--- src/rtl/uart_msg_tx_if.sv ---
// Handshake and serial-line bundle between the control FSM and the message transmitter.
interface uart_msg_tx_if #(
  parameter int unsigned M = 128,
  parameter int unsigned N = 8
);
  localparam int unsigned C  = M / N;
  localparam int unsigned LW = $clog2(C + 1);

  logic          start;
  logic [M-1:0]  msg;
  logic [LW-1:0] len;
  logic          txd;
  logic          busy;
  logic          done;
  logic [LW-1:0] char_idx;

  modport master (output start, msg, len, input txd, busy, done, char_idx);
  modport slave  (input start, msg, len, output txd, busy, done, char_idx);
endinterface

--- src/rtl/uart_msg_tx.sv ---
// Latches a message of up to M/N characters and sends each one as a UART frame,
// most-significant character first, with optional parity and 1 or 2 stop bits.
module uart_msg_tx #(
  parameter int unsigned CLKS_PER_BIT = 10417,
  parameter int unsigned N            = 8,
  parameter int unsigned M            = 128,
  parameter int unsigned PARITY       = 0,
  parameter int unsigned STOP_BITS    = 1
) (
  input  logic         clk,
  input  logic         reset,
  uart_msg_tx_if.slave bus
);
  localparam int unsigned C  = M / N;
  localparam int unsigned LW = $clog2(C + 1);
  localparam int unsigned CW = (CLKS_PER_BIT > 1) ? $clog2(CLKS_PER_BIT) : 1;
  localparam int unsigned BW = (N > 1) ? $clog2(N) : 1;

  typedef enum logic [2:0] {
    S_IDLE, S_START, S_DATA, S_PARITY, S_STOP, S_NEXT, S_FIN
  } state_t;

  state_t        state_q, state_d;
  logic [CW-1:0] cnt_q, cnt_d;
  logic [BW-1:0] bit_q, bit_d;
  logic [M-1:0]  buf_q, buf_d;
  logic [LW-1:0] len_q, len_d;
  logic [LW-1:0] idx_q, idx_d;
  logic          txd_q, txd_d;
  logic          busy_q, busy_d;
  logic          done_q, done_d;
  logic [LW-1:0] char_idx_q, char_idx_d;

  logic          cnt_last_c;
  logic [N-1:0]  cur_char_c;
  logic          par_bit_c;
  logic [LW-1:0] len_clamp_c;
  logic [LW-1:0] idx_inc_c;

  assign cnt_last_c  = (cnt_q == CW'(CLKS_PER_BIT - 1));
  assign cur_char_c  = buf_q[M-1 -: N];
  assign par_bit_c   = (^cur_char_c) ^ (PARITY == 32'd2);
  assign len_clamp_c = (bus.len > LW'(C)) ? LW'(C) : bus.len;
  assign idx_inc_c   = idx_q + LW'(1);

  // Next-state logic; line outputs are derived from the current state and lag it by one cycle.
  always_comb begin
    state_d    = state_q;
    cnt_d      = '0;
    bit_d      = bit_q;
    buf_d      = buf_q;
    len_d      = len_q;
    idx_d      = idx_q;
    txd_d      = 1'b1;
    busy_d     = (state_q != S_IDLE) && (state_q != S_FIN);
    done_d     = (state_q == S_FIN);
    char_idx_d = idx_q;

    unique case (state_q)
      S_IDLE: begin
        if (bus.start) begin
          buf_d = bus.msg;
          len_d = len_clamp_c;
          idx_d = '0;
          bit_d = '0;
          // An empty message still spends one busy cycle in NEXT before done.
          state_d = (len_clamp_c == '0) ? S_NEXT : S_START;
        end
      end
      S_START: begin
        txd_d = 1'b0;
        if (cnt_last_c) begin
          bit_d   = '0;
          state_d = S_DATA;
        end else begin
          cnt_d = cnt_q + CW'(1);
        end
      end
      S_DATA: begin
        txd_d = cur_char_c[bit_q];
        if (cnt_last_c) begin
          if (bit_q == BW'(N - 1)) begin
            bit_d   = '0;
            state_d = (PARITY != 0) ? S_PARITY : S_STOP;
          end else begin
            bit_d = bit_q + BW'(1);
          end
        end else begin
          cnt_d = cnt_q + CW'(1);
        end
      end
      S_PARITY: begin
        txd_d = par_bit_c;
        if (cnt_last_c) begin
          bit_d   = '0;
          state_d = S_STOP;
        end else begin
          cnt_d = cnt_q + CW'(1);
        end
      end
      S_STOP: begin
        if (cnt_last_c) begin
          if (bit_q == BW'(STOP_BITS - 1)) begin
            bit_d   = '0;
            state_d = S_NEXT;
          end else begin
            bit_d = bit_q + BW'(1);
          end
        end else begin
          cnt_d = cnt_q + CW'(1);
        end
      end
      S_NEXT: begin
        buf_d = buf_q << N;
        if ((len_q == '0) || (idx_inc_c == len_q)) begin
          idx_d   = '0;
          state_d = S_FIN;
        end else begin
          idx_d   = idx_inc_c;
          state_d = S_START;
        end
      end
      S_FIN: begin
        state_d = S_IDLE;
      end
      default: begin
        state_d = S_IDLE;
      end
    endcase
  end

  always_ff @(posedge clk or negedge reset) begin
    if (!reset) begin
      state_q    <= S_IDLE;
      cnt_q      <= '0;
      bit_q      <= '0;
      buf_q      <= '0;
      len_q      <= '0;
      idx_q      <= '0;
      txd_q      <= 1'b1;
      busy_q     <= 1'b0;
      done_q     <= 1'b0;
      char_idx_q <= '0;
    end else begin
      state_q    <= state_d;
      cnt_q      <= cnt_d;
      bit_q      <= bit_d;
      buf_q      <= buf_d;
      len_q      <= len_d;
      idx_q      <= idx_d;
      txd_q      <= txd_d;
      busy_q     <= busy_d;
      done_q     <= done_d;
      char_idx_q <= char_idx_d;
    end
  end

  assign bus.txd      = txd_q;
  assign bus.busy     = busy_q;
  assign bus.done     = done_q;
  assign bus.char_idx = char_idx_q;
endmodule
--- src/flat_wrapper.sv ---
// flat-port wrapper written by rule: the top's interface ports become plain ports
module uart_msg_tx_flat 
#(
  parameter int unsigned CLKS_PER_BIT = 10417,
  parameter int unsigned N            = 8,
  parameter int unsigned M            = 128,
  parameter int unsigned PARITY       = 0,
  parameter int unsigned STOP_BITS    = 1
)
  (clk, reset, bus_start, bus_msg, bus_len, bus_txd, bus_busy, bus_done, bus_char_idx);
  uart_msg_tx_if #(.M(M), .N(N)) bus_i ();
  input  logic clk;
  input  logic reset;
  input wire logic [$bits(bus_i.start)-1:0] bus_start;
  input wire logic [$bits(bus_i.msg)-1:0] bus_msg;
  input wire logic [$bits(bus_i.len)-1:0] bus_len;
  output wire logic [$bits(bus_i.txd)-1:0] bus_txd;
  output wire logic [$bits(bus_i.busy)-1:0] bus_busy;
  output wire logic [$bits(bus_i.done)-1:0] bus_done;
  output wire logic [$bits(bus_i.char_idx)-1:0] bus_char_idx;
  assign bus_i.start = bus_start;
  assign bus_i.msg = bus_msg;
  assign bus_i.len = bus_len;
  assign bus_txd = bus_i.txd;
  assign bus_busy = bus_i.busy;
  assign bus_done = bus_i.done;
  assign bus_char_idx = bus_i.char_idx;
  uart_msg_tx #(.CLKS_PER_BIT(CLKS_PER_BIT), .N(N), .M(M), .PARITY(PARITY), .STOP_BITS(STOP_BITS)) u_core (.clk(clk), .reset(reset), .bus(bus_i));
endmodule
--- config.mk ---
export PLATFORM = sky130hd
export DESIGN_NAME = uart_msg_tx_flat
export DESIGN_NICKNAME = d
export VERILOG_FILES = /design/src/rtl/uart_msg_tx_if.sv /design/src/rtl/uart_msg_tx.sv /design/src/flat_wrapper.sv
export SDC_FILE = /design/constraint.sdc
export NUM_CORES = 1
export LEC_CHECK = 0
export ABC_AREA = 1
export BUFFER_PORTS_ARGS = -buffer_cell sky130_fd_sc_hd__buf_2
export CAP_MARGIN = 15
export CORE_MARGIN = 3
export CORE_UTILIZATION = 56
export CTS_CLUSTER_DIAMETER = 30
export DETAILED_ROUTE_END_ITERATION = 7
export PLACE_DENSITY = 0.88
export SETUP_SLACK_MARGIN = 0.02
export SYNTH_ARGS = -nofsm -noshare
export SYNTH_HDL_FRONTEND = slang
export SYNTH_SLANG_ARGS = --single-unit
--- constraint.sdc ---
create_clock -name clk -period 2.2 [get_ports clk]
set_clock_uncertainty 0.15 [all_clocks]
set_input_delay 0.11 -clock clk [delete_from_list [all_inputs] [get_ports clk]]
set_output_delay 0.11 -clock clk [all_outputs]
set_load 0.01 [all_outputs]
* Yosys cells after proc, flatten, opt, wreduce, memory -nomap -nowiden
Cells that the tools add are included.
Word-level totals: bits in registers 166, logic and storage cells 77, input port bits 136, output and inout bits 8
Operators by class: $lt $le $gt $ge 2, mux-type cells 28, reduce and logical (&&, ||, !) cells 16, equal/unequal tests 18, $add $sub $neg 3
Operators by type and width (number):
- one-hot mux 128 bit (2 select lines) | 1
- two-way mux 128 bit | 1
- two-way mux 3 bit | 15
- two-way mux 14 bit | 2
- one-hot mux 3 bit (6 select lines) | 1
- two-way mux 5 bit | 3
- adder 14 x 1 -> 14 bit (second input constant) | 1
- equality test 14 bit (second input constant) | 1
- inequality test 2 x 1 -> 1 bit (second input constant) | 7
- equality test 3 bit (second input constant) | 4
- one-hot mux 3 bit (4 select lines) | 1
- zero test 5 bit | 2
- one-hot mux 5 bit (2 select lines) | 1
- XOR reduction 8 bit | 1
- AND reduction 7 bit | 1
- equality test 3 x 2 -> 1 bit (second input constant) | 2
- zero test 3 bit | 2
- adder 5 x 1 -> 5 bit (second input constant) | 1
- equality test 5 bit | 1
- greater-than comparator 5 bit (second input constant) | 1
- AND reduction 5 bit | 1
- < comparator 3 x 4 -> 1 bit (second input constant) | 1
- AND reduction 2 bit | 2
- nonzero test 4 bit | 1
- other kinds (13) | 13

* Longest topological paths before layout
Gate-level depths: netlist (run 1).
depth after elaboration 6, gate-level depth with buffers 13, gate-level depth less buffers 13

* Least setup slack after synthesis (run 1)
Ideal clock, no wire load.
path type register -> register, from register u_core.cnt_q[0], to register u_core.state_q[1], slack 0.439 ns, stages on the path, launching flop included 12, arrival 1.493 ns, path buffers 0, data required time 1.933 ns, library setup time 0.117 ns, period minus slack after synthesis 1.761 ns, path through dfrtp_1 -> inv_1 -> ha_1 -> nand3_1 -> nor3_1 -> nand2_1 -> o21ai_2 -> nand2_1 -> nor2_2 -> inv_2 -> nand2_1 -> nand2_1
Between the ends: longest elaborated chain between the ends 3, elaborated cells between the ends (all ways) 6, those cells by class eq/ne (5); reduce/logical (1)
Ends and longest elaborated chain:
- from (decl) | line uart_msg_tx.sv:24 | logic [CW-1:0] cnt_q, cnt_d;
- from (signal assigned) | line uart_msg_tx.sv:146 | cnt_q <= cnt_d;
- equality test 14 bit * | line uart_msg_tx.sv:40 | assign cnt_last_c = (cnt_q == CW'(CLKS_PER_BIT - 1));
- inequality test 2 x 1 -> 1 bit (no line)
- AND reduction 7 bit (no line) *
- to (signal assigned) | line uart_msg_tx.sv:145 | state_q <= state_d;
- to (decl) | line uart_msg_tx.sv:23 | state_t state_q, state_d;
Every way passes the cells marked *; elsewhere a longest branch is shown, timed or not. A chain may end at the register's enable or synchronous reset.

* Worst setup path after layout (run 1)
from register u_core.state_q[0], to register u_core.len_q[3]
Between the ends: longest elaborated chain between the ends 2
Ends and longest elaborated chain:
- zero test 3 bit | line uart_msg_tx.sv:59 | unique case (state_q)
- AND reduction 2 bit (no line)
- to (signal assigned) | line uart_msg_tx.sv:149 | len_q <= len_d;
- to (decl) | line uart_msg_tx.sv:27 | logic [LW-1:0] len_q, len_d;
Every way passes these cells.

==> out/metrics.yaml, run 1 <==
run_status:
  status: "completed"
global_route:
  grt_pass1_vias: 8215
  grt_max_degree: 75
  grtUsageTotal_pct: 32.06
  antenna_found_initial: 3
  grt_remaining_overflow: 0
  grt_pass1_wl_mm: 40.12
critical_path:
  regToRegEndpoint: "u_core.len_q[3]$_DFFE_PN0P_"
  path_buf_inv: 4
  worst_ep_required_time_ns: 2.40
  worstSetupStartpointType: "register"
  path_delay_family: "buffers and inverters"
  crit_path_frequent_cell: "nor2_4"
  critical_path.max_stage_delay_ns: 0.54
  reg2reg_from: "u_core.state_q[0]$_DFFE_PN0P_"
  slowest_stage: "dlygate4sd3_1"
  critical_path_peak_fanout: 11
  criticalPathCategory: "register to register"
  ff2ff_setup_slack_ns: 0.11
  endpoint_kind: "register"
  crit_chain: "nor2_4 -> inv_2 -> nor2_4 -> inv_2 -> nor2_4 -> inv_6 -> nor2_4 -> nand2_1 -> dlygate4sd3_1 -> o21ai_0"
  arrival_ns: 2.29
  ff2ff_path_depth: 10
floorplan:
  ios: 144
  die-area_sq_um: 15780
  die_h_um: 125.6
  start_util_pct: 57.50
  core_area_sq_um: 13930
  dieWidth_um: 125.6
  rows: 43
timing:
  hold_violations: 0
  period_minus_slack_ns: 2.090
  grt_setup_unrepaired: "true"
  finalCritPeriodShare_pct: 94.99
  setup_ws_ns: 0.1103
  fmax_ghz: 0.4785
  maxSlewHeadroom_pct: 64.79
  slew_viol_final: 0
  setup_viol_count_final: 0
  tightest_slew_ns: 0.5282
routing:
  wire_per_inst_um: 17.41
  drc: 0
  antenna_left: 0
  routed_wl_mm: 25.42
  via_per_inst: 5.613
  first_pass_iters: 5
  drtIter0Drc: 893
  vias: 8195
clocking:
  clk_latency_ns: 0.44
  htreeDepth: 4
  cts_tree: "done"
  cts_max_path_buffers: 2
  cts_buffers: 17
  clk_pin_slew_ns: 0.07
  cts_sinks: 166
  cts_root_buffer: "clkbuf_16"
finish:
  fin_nets: 1407
  final_cells: 1460
  area_growth_pct: 35.65
  drive_above_1_share_pct: 16.69
  n_fill_cell: 838
yosys:
  synth_most_common_cell: "nand2_1"
  synth_top_cell_by_area: "dfrtp_1"
  syn_inst: 1001
  avgSynthCellArea_sq_um: 8.005
  ys_types: 36
  synth_top_cell_area_share_pct: 51.53
  seq_area_frac_synth_pct: 51.86
  yosys_warnings: 0
  synth_commonest_cells: "296 x nand2_1, 165 x dfrtp_1, 123 x o21ai_0"
  synth_area_sq_um: 8013
  synth_seq_cells: 166
  synthFlopType: "dfrtp_1"
  ys_async_sr_fraction_pct: 100.0
  synth.net_count: 1143
  synth_edf_count: 0
  synthTopCellsByArea: "dfrtp_1 52%, nand2_1 14%, o21ai_0 7.7%"
pwr:
  vdd_drop_max_v: 0.0005308
  leakage_uw: 0.005214
  p_per_area_nw_per_um2: 585.1
job:
  maxCapViolCount: 0
placement:
  preCtsSetupSlack_ns: 0.2090
  placed_cells: 1288
  dp_hpwl_mm: 12.83
  place.gp.congestion: 0.8929
  port_buffers: 143
hold_path:
  worstHoldPathType: "primary input to asynchronous set/reset pin"
==> state kept, by name (all words and copies together) (netlist names) <==
register / flops
u_core.bit_q: 3
u_core.buf_q: 128
u_core.bus.busy: 1
u_core.bus.char_idx: 5
u_core.bus.done: 1
u_core.bus.txd: 1
u_core.char_idx_d: 5
u_core.cnt_q: 14
u_core.len_q: 5
u_core.state_q: 3
==> cell families (layout without fill, tap and decap cells) <==
group	Yosys count	after routing	share of synthesized area [%]
DFF	166	166	51.86
buffers and inverters	163	437	9.213
xor gates and xnor gates	10	10	1.093
adders and majority gates	6	6	0.9369
AOI/OAI and AO/OA	230	230	15.69
and+or+nand+nor	426	427	21.21
other	0	4	0
==> per-layer routing <==
metal,part of all wire [%],vias up,track usage (%)
li1,-,3769,-
met1,36,3829,37.74
met2,50,462,54.22
met3,6.7,135,5.301
met4,6.9,0,21.30
met5,0,-,0
==> power by group <==
group          total, uW  internal [uW]  switching, uW
logic                524            297            226
clock network       2760           1570           1190
registers           3070           3070           8.89
total               6360           4940           1420
==> through the flow <==
step                total power (uW)  setup TNS [ns]  util (%)  cell area (sq um)  hold WS, ns
global route                    6527        -0.06774     77.98              10870      0.09068
finish                          6359               0     78.00              10870      0.04991
global placement                3434               0     63.81               8892     -0.05312
CTS                             6313               0     77.38              10780      0.05996
floorplan                       3215               0         -               8013      -0.3356
detailed placement              3438               0     63.81               8892     -0.04585
==> cell type report <==
| cell class | instances | area [sq um] | share of cell area [%] |
|---|---|---|---|
| Sequential cell | 166 | 4156 | 38.24 |
| Tap cell | 180 | 225.2 | 2.072 |
| Inverter | 109 | 416.7 | 3.833 |
| Timing Repair Buffer | 298 | 2367 | 21.78 |
| Antenna cell | 4 | 10.01 | 0.09209 |
| Multi-Input combinational cell | 673 | 3164 | 29.11 |
| Clock inverter | 4 | 20.02 | 0.1842 |
| Clock buffer | 26 | 509.2 | 4.685 |
==> placed cells by master, fill, tap and decap left out, drive strengths merged <==
| master | n |
|---|---|
| a21oi | 16 |
| nor3 | 8 |
| inv | 109 |
| xor2 | 2 |
| o21a | 1 |
| buf | 161 |
| diode | 4 |
| dlygate4sd3 | 136 |
| nand3b | 1 |
| nand4 | 4 |
| nand3 | 27 |
| o22ai | 4 |
| a41oi | 1 |
| a31oi | 55 |
| dfrtp | 165 |
| ha | 6 |
| o21ai | 147 |
| or2 | 1 |
| nor3b | 2 |
| nor2 | 86 |
| clkbuf | 27 |
| o211ai | 5 |
| o221a | 1 |
| nand2 | 298 |
| clkinv | 4 |
| dfstp | 1 |
| xnor2 | 8 |
==> what timing repair did <==
item / CTS / global route
buffers inserted: 0 / 0
hold buffers: 136 / 0
hold endpoints to repair: 301 / 0
endpoints found under the setup margin: 0 / 23
resized for setup: 0 / 10
==> how the worst max path moves through the flow <==
stage | depth (start not counted) | end | slack (ns) | start
global route | 10 | u_core.len_q[3]$_DFFE_PN0P_ | -0.04 | u_core.state_q[0]$_DFFE_PN0P_
finish | 10 | u_core.len_q[3]$_DFFE_PN0P_ | 0.11 | u_core.state_q[0]$_DFFE_PN0P_
floorplan | 11 | u_core.state_q[1]$_DFFE_PN0P_ | 0.44 | u_core.cnt_q[0]$_DFF_PN0_
global placement | 10 | u_core.buf_q[122]$_DFFE_PN0P_ | 0.28 | u_core.state_q[1]$_DFFE_PN0P_
detailed placement | 11 | u_core.state_q[0]$_DFFE_PN0P_ | 0.21 | u_core.cnt_q[0]$_DFF_PN0_
CTS | 10 | u_core.len_q[3]$_DFFE_PN0P_ | 0.03 | u_core.state_q[1]$_DFFE_PN0P_
Note: power is estimated with default switching activity, not from simulation.
==> run 2: changes to the inputs <==
--- a/config.mk
+++ b/config.mk
@@ -8,7 +8,6 @@
 export ABC_AREA = 1
 export BUFFER_PORTS_ARGS = -buffer_cell sky130_fd_sc_hd__buf_2
 export CAP_MARGIN = 15
-export CORE_MARGIN = 3
 export CORE_UTILIZATION = 56
 export CTS_CLUSTER_DIAMETER = 30
 export DETAILED_ROUTE_END_ITERATION = 7
==> run 2 against run 1 <==
Clock power rose by 11%. Setup slack worse by 0.18 ns. Wire length up 11%. Cell area grew 0.84%. Critical endpoint is now u_core.buf_q[22]$_DFFE_PN0P_. Core utilization grew 0.66 points. First-iteration DRC count is 22% higher. The flow now finishes with violations (negative setup slack). Largest cell class unchanged. Worst hold slack got worse by 0.020 ns.
==> out/metrics.yaml, run 2 (synthesized netlist as in run 1, its figures left out) <==
critical_path:
  critical_path_peak_fanout: 66  # +55
  path_buf_inv: 4  # unchanged
  ff2ff_setup_slack_ns: -0.07  # -0.18 ns
  ff2ff_path_depth: 10  # unchanged
  arrival_ns: 2.44  # +0.15 ns
  critical_path.max_stage_delay_ns: 0.44  # -0.10 ns
  reg2reg_from: "u_core.state_q[0]$_DFFE_PN0P_"
  endpoint_kind: "register"
  criticalPathCategory: "register to register"
  worstSetupStartpointType: "register"
  path_delay_family: "buffers and inverters"
  regToRegEndpoint: "u_core.buf_q[22]$_DFFE_PN0P_"
  slowest_stage: "dfrtp_1"
  crit_chain: "inv_2 -> nor2_2 -> inv_2 -> nor2_4 -> inv_4 -> buf_6 -> nand2_1 -> o21ai_0 -> nand2_1 -> o21ai_0"
  worst_ep_required_time_ns: 2.36  # -0.04 ns
pwr:
  vdd_drop_max_v: 0.0005401  # +1.7%
  p_per_area_nw_per_um2: 610.5  # +4.3%
  leakage_uw: 0.005255  # +0.79%
clocking:
  clk_pin_slew_ns: 0.07  # about the same
  clk_latency_ns: 0.43  # about the same
  cts_sinks: 166  # unchanged
  cts_buffers: 17  # unchanged
  cts_tree: "done"
  htreeDepth: 4  # unchanged
  cts_max_path_buffers: 2  # unchanged
  cts_root_buffer: "clkbuf_16"
routing:
  via_per_inst: 6.002  # +6.9%
  first_pass_iters: 7  # +2
  highest-signal-layer: "met5"
  route.met3.wl_mm: 2.559  # +50%
  vias: 8757  # +6.9%
  antenna_left: 0  # unchanged
  m1WireLength_mm: 9.669  # +5.4%
  routed_wl_mm: 28.14  # +11%
  drtIter0Drc: 1086  # +22%
  wire_per_inst_um: 19.29  # +11%
  dr_wl_met2_mm: 13.60  # +6.4%
  drc: 0  # unchanged
global_route:
  antenna_found_initial: 1  # -2
  grt_remaining_overflow: 0  # unchanged
  grtUsageTotal_pct: 37.21  # +5.2 points
  grt_pass1_vias: 8615  # +4.9%
  grt_max_degree: 68  # -9.3%
  grt_pass1_wl_mm: 41.43  # +3.3%
finish:
  largestRegisters: "u_core.buf_q: 128 flops, u_core.cnt_q: 14 flops"
  largest_reg_flops: 128  # unchanged
  drive_above_1_share_pct: 16.74  # +0.052 points
  final_common_cell: "nand2_1"
  area_growth_pct: 36.79
  final_cells: 1459  # -0.068%
  fin_nets: 1409  # +0.14%
  top_register: "u_core.buf_q"
  layout_common_cells: "296 x nand2_1, 165 x dfrtp_1, 142 x buf_2"
  final_core_util_pct: 78.66  # +0.66 points
floorplan:
  ios: 144  # unchanged
  start_util_pct: 57.50  # unchanged
  dieWidth_um: 121.6  # -3.2%
  die_h_um: 121.6  # -3.2%
  rows: 43  # unchanged
  core_area_sq_um: 13930  # unchanged
  die-area_sq_um: 14790  # -6.3%
timing:
  setup_viol_count_final: 4  # +4
  setup_tns_ns: -0.1269  # -0.1269 ns
  grt_setup_unrepaired: "true"
  finalCritPeriodShare_pct: 103.3  # +8.3 points
  setup_ws_ns: -0.07243  # -0.1827 ns
  slew_viol_final: 0  # unchanged
  period_minus_slack_ns: 2.272  # +0.1827 ns
  tightest_slew_ns: 0.4768  # -0.05146 ns
  fmax_ghz: 0.4401  # -8.0%
  maxSlewHeadroom_pct: 68.00  # +3.2 points
  hold_violations: 0  # unchanged
placement:
  dp_hpwl_mm: 12.32  # -4.0%
  preCtsSetupSlack_ns: 0.04517  # -0.1639 ns
  placed_cells: 1286  # -0.16%
  place.gp.congestion: 0.8506  # -4.7%
  port_buffers: 143  # unchanged
run_status:
  status: "finished, violations left"
  violations: "negative setup slack"
hold_path:
  worstHoldPathType: "primary input to asynchronous set/reset pin"
job:
  maxCapViolCount: 0  # unchanged
## run 2: changes by cell type in the layout (fill, tap and decap cells not counted), moves of 2 or more
| cell | delta |
|---|---|
| nand3_1 | -2 |
| o21ai_0 | -3 |
| nor2_2 | +2 |
| buf_4 | +3 |
| nand3_2 | +2 |
| clkinv_2 | -4 |
| buf_12 | -7 |
| o21ai_1 | +3 |
| clkbuf_16 | +3 |
| nor2_4 | -3 |
| clkbuf_1 | +2 |
| diode_2 | -3 |
| buf_16 | +3 |
| bufinv_16 | +3 |
## run 2: worst max path at each step
stage	startpoint	end	slack, ns	cells after the start
6_report	u_core.state_q[0]$_DFFE_PN0P_	u_core.buf_q[22]$_DFFE_PN0P_	-0.07	10
5_1_grt	u_core.state_q[1]$_DFFE_PN0P_	u_core.buf_q[103]$_DFFE_PN0P_	-0.20	10
4_1_cts	u_core.state_q[0]$_DFFE_PN0P_	u_core.char_idx_d[3]$_DFFE_PN0P_	0.02	9
3_5_place_dp	u_core.state_q[0]$_DFFE_PN0P_	u_core.char_idx_d[3]$_DFFE_PN0P_	0.05	9
3_3_place_gp	u_core.state_q[0]$_DFFE_PN0P_	u_core.char_idx_d[3]$_DFFE_PN0P_	0.13	9
2_1_floorplan	u_core.cnt_q[0]$_DFF_PN0_	u_core.state_q[1]$_DFFE_PN0P_	0.44	11
## run 2: final cells by class
cell class	count	area, sq um
Sequential cell	166	4155
Antenna cell	1	2.502
Fill cell	751	2974
Inverter	109	414.1
Clock buffer	27	503.0
Tap cell	180	225.2
Clock inverter	3	90.09
Multi-Input combinational cell	673	3159
Timing Repair Buffer	300	2411
## run 2: per-layer routing
metal,GRT usage (%),vias up
met2,61.29,724
met3,8.755,265
li1,-,3759
met5,0,-
met4,30.25,2
met1,41.22,4007
## run 2: what timing repair did
action                                 CTS  global route
endpoints found under the hold margin  300             0
hold buffers                           135             0
resized for setup                        0            14
setup endpoints to repair                0            83
setup buffers                            0             2
## run 2: power breakdown
part	internal (uW)	total [uW]	switching [uW]
clock network	1900	3070	1180
registers	3070	3080	10.4
logic	296	540	244
## run 2: through the flow
stage | power [uW] | hold WS, ns | cell area (sq um)
floorplan | 3215 | -0.3356 | 8013
global placement | 3432 | -0.07749 | 8827
global route | 6851 | 0.06983 | 10960
detailed placement | 3436 | -0.07171 | 8827
CTS | 6619 | 0.04381 | 10770
finish | 6691 | 0.03028 | 10960
